===== src/rtl/booth_mult_seq.sv =====
// Sequential radix-2 Booth multiplier: one Booth step per clock.
// A three-state FSM (IDLE/CALC/DONE) steers the accumulator, the shift
// register and the add/subtract unit. Operands are captured on the
// accepting edge, and the product register holds its value until the
// next result is written.
module booth_mult_seq #(
  parameter int WIDTH = 8
) (
  input  logic                 clk,
  input  logic                 rst_n,
  input  logic                 start,
  input  logic [WIDTH-1:0]     multiplicand,
  input  logic [WIDTH-1:0]     multiplier,
  output logic                 ready,
  output logic                 busy,
  output logic                 done,
  output logic [2*WIDTH-1:0]   product
);

  // Wide enough to hold the value WIDTH itself.
  localparam int CW = $clog2(WIDTH + 1);
  localparam logic [CW-1:0] CNT_INIT = CW'(WIDTH);
  localparam logic [CW-1:0] CNT_ONE  = CW'(1);

  typedef enum logic [1:0] {
    S_IDLE = 2'd0,
    S_CALC = 2'd1,
    S_DONE = 2'd2
  } state_e;

  state_e             state_q, state_d;
  // Accumulator and multiplicand carry one guard bit so that -(-2^(W-1))
  // is representable.
  logic [WIDTH:0]     a_q, a_d;
  logic [WIDTH:0]     m_q, m_d;
  logic [WIDTH-1:0]   q_q, q_d;
  logic               q1_q, q1_d;
  logic [CW-1:0]      cnt_q, cnt_d;
  logic [2*WIDTH-1:0] prod_q, prod_d;
  logic               done_q, done_d;

  logic [WIDTH:0]     a_add;
  logic [WIDTH:0]     a_sh;
  logic [WIDTH-1:0]   q_sh;
  logic               last_step;

  // Booth step: add/sub selected by {Q[0],Q_1}, then arithmetic shift right.
  always_comb begin
    a_add = a_q;
    unique case ({q_q[0], q1_q})
      2'b01:   a_add = a_q + m_q;
      2'b10:   a_add = a_q - m_q;
      default: a_add = a_q;
    endcase
    a_sh      = {a_add[WIDTH], a_add[WIDTH:1]};
    q_sh      = {a_add[0], q_q[WIDTH-1:1]};
    last_step = (cnt_q == CNT_ONE);
  end

  // Next-state and datapath control; every register holds by default.
  always_comb begin
    state_d = state_q;
    a_d     = a_q;
    m_d     = m_q;
    q_d     = q_q;
    q1_d    = q1_q;
    cnt_d   = cnt_q;
    prod_d  = prod_q;
    done_d  = 1'b0;
    unique case (state_q)
      S_IDLE: begin
        if (start) begin
          a_d     = '0;
          m_d     = {multiplicand[WIDTH-1], multiplicand};
          q_d     = multiplier;
          q1_d    = 1'b0;
          cnt_d   = CNT_INIT;
          state_d = S_CALC;
        end
      end
      S_CALC: begin
        a_d   = a_sh;
        q_d   = q_sh;
        q1_d  = q_q[0];
        cnt_d = cnt_q - CNT_ONE;
        if (last_step) begin
          // The guard bit is pure sign extension once all steps are done.
          prod_d  = {a_sh[WIDTH-1:0], q_sh};
          done_d  = 1'b1;
          state_d = S_DONE;
        end
      end
      S_DONE: begin
        state_d = S_IDLE;
      end
      default: begin
        state_d = S_IDLE;
      end
    endcase
  end

  // State registers with synchronous active-low reset.
  always_ff @(posedge clk) begin
    if (!rst_n) begin
      state_q <= S_IDLE;
      a_q     <= '0;
      m_q     <= '0;
      q_q     <= '0;
      q1_q    <= 1'b0;
      cnt_q   <= '0;
      prod_q  <= '0;
      done_q  <= 1'b0;
    end else begin
      state_q <= state_d;
      a_q     <= a_d;
      m_q     <= m_d;
      q_q     <= q_d;
      q1_q    <= q1_d;
      cnt_q   <= cnt_d;
      prod_q  <= prod_d;
      done_q  <= done_d;
    end
  end

  assign ready   = (state_q == S_IDLE);
  assign busy    = (state_q != S_IDLE);
  assign done    = done_q;
  assign product = prod_q;

endmodule


===== config.mk =====
export PLATFORM = sky130hd
export DESIGN_NAME = booth_mult_seq
export DESIGN_NICKNAME = d
export VERILOG_FILES = /design/src/rtl/booth_mult_seq.sv
export SDC_FILE = /design/constraint.sdc
export NUM_CORES = 1
export LEC_CHECK = 0
export BUFFER_PORTS_ARGS = -buffer_cell sky130_fd_sc_hd__clkbuf_2
export CORE_MARGIN = 2
export CORE_UTILIZATION = 55
export DETAILED_ROUTE_END_ITERATION = 10
export MAX_ROUTING_LAYER = met4
export PLACE_DENSITY = 0.85
export SYNTH_ARGS = -nofsm -noshare
export SYNTH_HDL_FRONTEND = slang
export SYNTH_SLANG_ARGS = --single-unit
export TNS_END_PERCENT = 1

===== constraint.sdc =====
create_clock -name clk -period 3.23 [get_ports clk]
set_input_delay 0.646 -clock clk [delete_from_list [all_inputs] [get_ports clk]]
set_output_delay 0.646 -clock clk [all_outputs]
set_load 0.005 [all_outputs]

Word level (Yosys, flattened, before mapping)
Index checks and enable logic that the tools add are counted.

Logic and storage cells: 38. Output and inout port bits: 19. Register bits after elaboration: 49.

Reduce and logical (&&, ||, !) cells: 8. $add $sub $neg: 3. Muxes and demuxes: 13. Eq/ne operators: 6.

Operators by type and width (count): $pmux 9 s2 (2); $pmux 8 s2 (1); $reduce_and 2->1 (5); $add 9x9->9 (1); $mux 9 (1); $sub 9x9->9 (1); $mux 8 (1); $pmux 4 s2 (1); $eq 2x1->1 const B (2); $eq 4x1->1 const B (1); $mux 2 (2); $mux 4 (1); $ne 2x2->1 const B (2); $pmux 2 s2 (1); $reduce_bool 2->1 (2); $sub 4x1->4 const B (1); $eq 2x2->1 const B (1); $logic_not 2->1 (1); $mux 1 (2); $pmux 1 s2 (1).

Logic depth before layout (Yosys ltp)
Gate-level depths: netlist of the first run.

Depth in word-level cells: 3. Gate-level depth with buffers: 13. Depth with buffers taken out: 12.

Worst setup path before layout of the first run
Ideal clock, no wire load.

Path type: flip-flop to flip-flop. From: reg q_q[0]. To: reg prod_q[15] (netlist: product[15]). Path buffers: 1. Path slack: 0.622 ns. Cell stages (with the launch flop): 11. Clock period less this slack: 2.608 ns. Arrival time: 2.537 ns. Cell sequence: dfxtp_1 -> ha_1 -> clkbuf_1 -> mux2i_1 -> fa_1 -> a211o_1 -> o211ai_2 -> a32oi_2 -> xnor2_1 -> mux2_1 -> a21oi_1.

Word-level cells in the longest chain between the ends: 2. Elaborated cells between the ends (all ways): 3. Those cells by class: eq/ne: 2; mux: 1.

RTL lines: from (decl) (line 36) `logic [WIDTH-1:0] q_q, q_d;`; from (signal assigned) (line 117) `q_q <= q_d;`; $eq 2x2->1 or $eq 2x1->1 (tied branches) (line 50) `unique case ({q_q[0], q1_q})`; $pmux 9 s2 * (line 50); to (signal assigned) (line 120) `prod_q <= prod_d;`; to (decl) (line 39) `logic [2*WIDTH-1:0] prod_q, prod_d;`.

Mark *: on every way between the ends. The rest lies on a longest branch, timed or not. A chain may end at the register's enable or synchronous reset.

Final worst setup path of the first run
From: reg m_q[0]. To: reg prod_q[15] (netlist: product[15]).

Word-level cells in the longest chain between the ends: 2. Elaborated cells between the ends (all ways): 3. Those cells by class: add/sub: 2; mux: 1.

RTL lines: from (decl) (line 35) `logic [WIDTH:0] m_q, m_d;`; from (signal assigned) (line 116) `m_q <= m_d;`; $sub 9x9->9 or $add 9x9->9 (tied branches) (line 52, 51); $pmux 9 s2 * (line 50).

Marks and branches as above.

==> flow_metrics.tcl, run 1 <==
set metrics [dict create \
    hold_class "reg2reg" \
    wl_per_cell_um 13.7 \
    crit_required_ps 3460 \
    fp.dieArea_mm2 0.00503 \
    maxCapViolations 0 \
    layout-drive-gt1-share_pct 15.9 \
    holdWs_ps 456 \
    rsz0062_at_grt "false" \
    numCtsBuffers 5 \
    final_cell_area_mm2 0.00279 \
    yosysWarnings 0 \
    ant_nets 0 \
    worstSetupPathType "reg2reg" \
    cts_resized 0 \
    dieHeight_um 70.9 \
    min_period_ps 2770 \
    drt_wl_total_mm 5.47 \
    path_delay_family "compound AO/OA/AOI/OAI gates" \
    worstSkewPairLatency_ps 290 \
    cp-start-kind "flop" \
    worst_path_max_delay_cell "ha_1" \
    fin_setup_tns_ps 0 \
    cts_tree "done" \
    max_freq_ghz 0.361 \
    ir_drop_mv 0.388 \
    grt_pass1_wl_mm 9.29 \
    core_area_mm2 0.00432 \
    slew_violations 0 \
    avgSynthCellArea_um2 7.85 \
    portBuffers 37 \
    status "completed" \
    drc_errors 0 \
    async_reset_ff_share_pct 0 \
    fp.dieW_um 70.9 \
    arrival_ps 3000 \
    num_rows 24 \
    crit_chain "nor4_1, a21oi_1, xnor2_1, ha_1, o21a_1, o21ai_0, a32oi_2, xnor2_1, mux2_1, a21oi_1" \
    yosys-top-cells-area "dfxtp_1, a21oi_1, nand2_1" \
    p_leak_uw 0.00115 \
    postPlaceCellArea_mm2 0.00268 \
    cts_buffer_depth 2 \
    cts_sinks 48 \
    syn_nets 346 \
    setup_violations 0 \
    synth-seq-area-share_pct 39.0 \
    ys.flop_type "dfxtp_1" \
    yosysUniqueCellTypes 40 \
    root_buffer "clkbuf_8" \
    h-tree-depth 2 \
    tightestPinTransition_ps 776 \
    yosys_register_bits 48 \
    gp_congestion 0.902 \
    grt_max_degree 28 \
    synth.top_cell.area_share_pct 39.0 \
    grt_usage_pct 23.4 \
    postCtsSetupBuffers 0 \
    power_density_mw_per_mm2 525 \
    drtPass1Iterations 4 \
    crit_path_end_kind "flop" \
    slowest_delay_ps 410 \
    io_pins 38 \
    yosysTopAreaCell "dfxtp_1" \
    antenna_found_initial 0 \
    start_util_pct 57.0 \
    grt_pass1_vias 2083 \
    clock_skew_ps 3.73 \
    slew_headroom_pct 48.1 \
    hold_buffers 0 \
    num_vias 2235 \
    hpwl_mm 4.04 \
    worstPathMaxFanout 10 \
    syn_to_final_growth_pct 13.3 \
    synthCells 314 \
    critPathBufInv 0 \
    synth_edf_count 0 \
    initialDrtViolationCount 170 \
    post-route-period-util_pct 85.8 \
    path_clk_slew_ps 90 \
    final_hold_viol_count 0 \
    antenna_cells 0 \
    fillCellCount 382 \
    synth_area_mm2 0.00246 \
    vias_per_cell 5.62 \
    nets 377 \
    grt-ovfl-total 0 \
]
## sequential cells by signal (all words and copies together) (netlist names)
register,flops
cnt_q,4
a_q,8
m_q,8
q1_q,1
q_q,8
product,16
state_q,2
done,1
## final timing paths
kind                            startpoint     endpoint  slack, ps  cells past startpoint
worst max-delay path                m_q[0]  product[15]        460                     10
worst min-delay path            product[4]   product[4]        460                      2
worst max register to register      m_q[0]  product[15]        460                     10
worst min register to register  product[4]   product[4]        460                      2
## Yosys cell counts (2+ instances only)
| cell type | count |
|---|---|
| nand2_1 | 56 |
| dfxtp_1 | 48 |
| a21oi_1 | 47 |
| nor2_1 | 31 |
| clkbuf_1 | 13 |
| ha_1 | 12 |
| inv_1 | 12 |
| o21ai_0 | 10 |
| xnor2_1 | 10 |
| a22oi_1 | 8 |
| nand3_1 | 8 |
| a211oi_1 | 5 |
| mux2i_1 | 5 |
| nor3_1 | 5 |
| and2_1 | 4 |
| buf_2 | 4 |
| nand2b_1 | 4 |
| a211o_1 | 3 |
| o21a_1 | 3 |
| a31oi_1 | 2 |
| buf_1 | 2 |
| nor2b_1 | 2 |
| nor3b_1 | 2 |
| nor4_1 | 2 |
## cell usage in the layout, fill, tap and decap left out, types with 6 or more instances in the layout
master / Yosys / routed
a21oi_1: 47 / 47
dfxtp_1: 48 / 48
nand2_1: 56 / 56
buf_4: 0 / 6
nor2_1: 31 / 31
xnor2_1: 10 / 10
o21ai_0: 10 / 10
clkbuf_2: 0 / 37
a22oi_1: 8 / 8
nand3_1: 8 / 8
inv_1: 12 / 12
ha_1: 12 / 12
## metal layers
| metal | vias up | wire length (um) | GRT usage, % |
|---|---|---|---|
| met3 | 9 | 260 | 4.27 |
| met4 | 0 | 65 | 6.29 |
| met2 | 61 | 2680 | 38.1 |
| li1 | 1147 | - | - |
| met1 | 1018 | 2460 | 29.9 |
| met5 | - | 0 | - |
## cell type report
| type | count | area (um^2) | area share (%) |
|---|---|---|---|
| Clock buffer | 6 | 72.6 | 2.60 |
| Clock inverter | 2 | 35.0 | 1.26 |
| Timing Repair Buffer | 43 | 230 | 8.25 |
| Multi-Input combinational cell | 235 | 1380 | 49.5 |
| Sequential cell | 48 | 961 | 34.4 |
| Inverter | 12 | 45.0 | 1.61 |
| Tap cell | 52 | 65.1 | 2.33 |
## worst min-delay path, cell delays in order, from the launching register on
cell and delay, ps:
dfxtp_1 310, nand2_1 50, a21oi_1 50
## through the flow
stage	setup WS (ps)	util [%]	instances	total power, uW
final	460	64.5	398	1460
after global routing	294	64.5	398	1540
after CTS	487	64.5	398	1470
after detailed placement	512	62.0	390	1050
after global placement	591	62.0	390	1040
after floorplan	622	-	314	957
## cells by family after synthesis
family	share of synthesized area, %
adders and majority gates	6.91
muxes	2.49
xor gates and xnor gates	3.55
DFF	39.0
AOI/OAI and AO/OA	22.8
and+or+nand+nor	20.4
buffers and inverters	4.93
## report_power, final
group	total (uW)	switching (uW)	internal [uW]
Clock	424	194	230
Combinational	393	225	167
Sequential	648	27.4	621
Total	1460	446	1020
No activity file was read; power rests on OpenSTA's default activity.
==> inputs of run 2 (changes only) <==
CORE_UTILIZATION = 56   (was 55)
PLACE_DENSITY = 0.86   (was 0.85)
==> run 2 against run 1 <==
Sequential power hardly changed. Count of clock-buffer cells in the layout stayed put. Setup slack better by 6.6 ps. Combinational power is 1% lower. Via count is 0.54% higher. Critical path type unchanged. Critical endpoint unchanged. Highest routed layer unchanged.
==> flow_metrics.tcl, run 2 (synthesis gave the netlist of run 1 again) <==
set metrics [dict create \
    grt_usage_pct 23.9 \
    min_period_ps 2760 \
    cts_buffer_depth 2 \
    worstPathMaxFanout 10 \
    hold_class "reg2reg" \
    drtPass1Iterations 4 \
    cp-start-kind "flop" \
    num_rows 24 \
    worstSetupPathType "reg2reg" \
    crit_path_end_kind "flop" \
    start_util_pct 57.4 \
    whs_path_depth 2 \
    setup_slack_ps 467 \
    largest_register_ff_count 16 \
    num_vias 2247 \
    arrival_ps 3000 \
    io_pins 38 \
    worstSkewPairLatency_ps 300 \
    final_common_cell "nand2_1" \
    drt_wl_total_mm 5.50 \
    final_cell_area_mm2 0.00276 \
    final_hold_viol_count 0 \
    final_cell_mix "nand2_1, dfxtp_1, a21oi_1" \
    gp_congestion 0.925 \
    holdCritStartpoint "product[3]" \
    h-tree-depth 2 \
    r2r-start "m_q[0]" \
    initialDrtViolationCount 223 \
    grt_pass1_wl_mm 9.25 \
    status "completed" \
    maxCapViolations 0 \
    grt-ovfl-total 0 \
    ant_nets 0 \
    post-route-period-util_pct 85.5 \
    wl_per_cell_um 13.9 \
    nets 375 \
    clock_skew_ps 10.6 \
    antenna_found_initial 0 \
    root_buffer "clkbuf_8" \
    ir_drop_mv 0.321 \
    fp.dieW_um 70.3 \
    grt_pass1_vias 1977 \
    rsz0062_at_grt "false" \
    syn_to_final_growth_pct 12.2 \
    p_leak_uw 0.00114 \
    setup_violations 0 \
    portBuffers 37 \
    vias_per_cell 5.67 \
    numCtsBuffers 5 \
    slew_headroom_pct 49.6 \
    rr_endpoint "product[15]" \
    core_area_mm2 0.00429 \
    drc_errors 0 \
    antenna_cells 0 \
    cts_sinks 48 \
    postPlaceCellArea_mm2 0.00267 \
    layout-drive-gt1-share_pct 15.7 \
    grt_max_degree 36 \
    hpwl_mm 3.94 \
    fin_setup_tns_ps 0 \
    max_freq_ghz 0.362 \
    dieHeight_um 70.3 \
    slew_violations 0 \
    worstRegToRegCells 10 \
    path_clk_slew_ps 90 \
    cts_resized 0 \
    postCtsSetupBuffers 0 \
    hold_end "product[3]" \
    cts_tree "done" \
    power_density_mw_per_mm2 514 \
    tightestPinTransition_ps 755 \
    critPathLaunch "m_q[0]" \
    rrSetupSlack_ps 470 \
    crit_required_ps 3470 \
    pre_cts_slack_ps 507 \
    hold_buffers 0 \
    fp.dieArea_mm2 0.00495 \
]
run 2: worst max path at each step:
stage,slack [ps],endpoint,depth (start not counted)
global placement,590,product[15],10
finish,470,product[15],10
floorplan,620,product[15],10
CTS,470,product[15],10
global route,240,product[15],10
detailed placement,510,product[15],10
run 2: layout make-up:
class / count / area (um^2)
Fill cell: 366 / 1530
Multi-Input combinational cell: 235 / 1380
Sequential cell: 48 / 961
Timing Repair Buffer: 41 / 215
Clock buffer: 6 / 82.6
Tap cell: 52 / 65.1
Inverter: 12 / 45.0
Clock inverter: 2 / 13.8
run 2: worst max-delay path: stages (launching register included):
cell	delay, ps
dfxtp_1	360
nor4_1	410
a21oi_1	140
xnor2_1	140
ha_1	410
o21a_1	210
o21ai_0	180
a32oi_2	80
xnor2_1	280
mux2_1	360
a21oi_1	140
run 2: per-stage QoR:
step | cells | power (uW) | util [%] | hold WS [ps]
5_1_grt | 396 | 1500 | 64.4 | 480
2_1_floorplan | 314 | 957 | - | 444
3_5_place_dp | 388 | 1040 | 62.1 | 447
3_3_place_gp | 388 | 1030 | 62.1 | 445
6_report | 396 | 1420 | 64.4 | 458
4_1_cts | 396 | 1420 | 64.4 | 460
run 2: report_power, final:
part           internal (uW)  leakage [uW]  switching [uW]  total, uW
registers                621      0.000391            28.3        649
clock network            175     0.0000516             207        382
logic                    164      0.000693             226        389
total                    960       0.00114             461       1420
run 2: routing by layer:
metal,global-route usage [%],wire (um),vias to the layer above
met5,-,0,-
met4,8.33,112,0
met3,4.33,230,10
met2,36.1,2590,61
met1,32.2,2570,1033
li1,-,-,1143
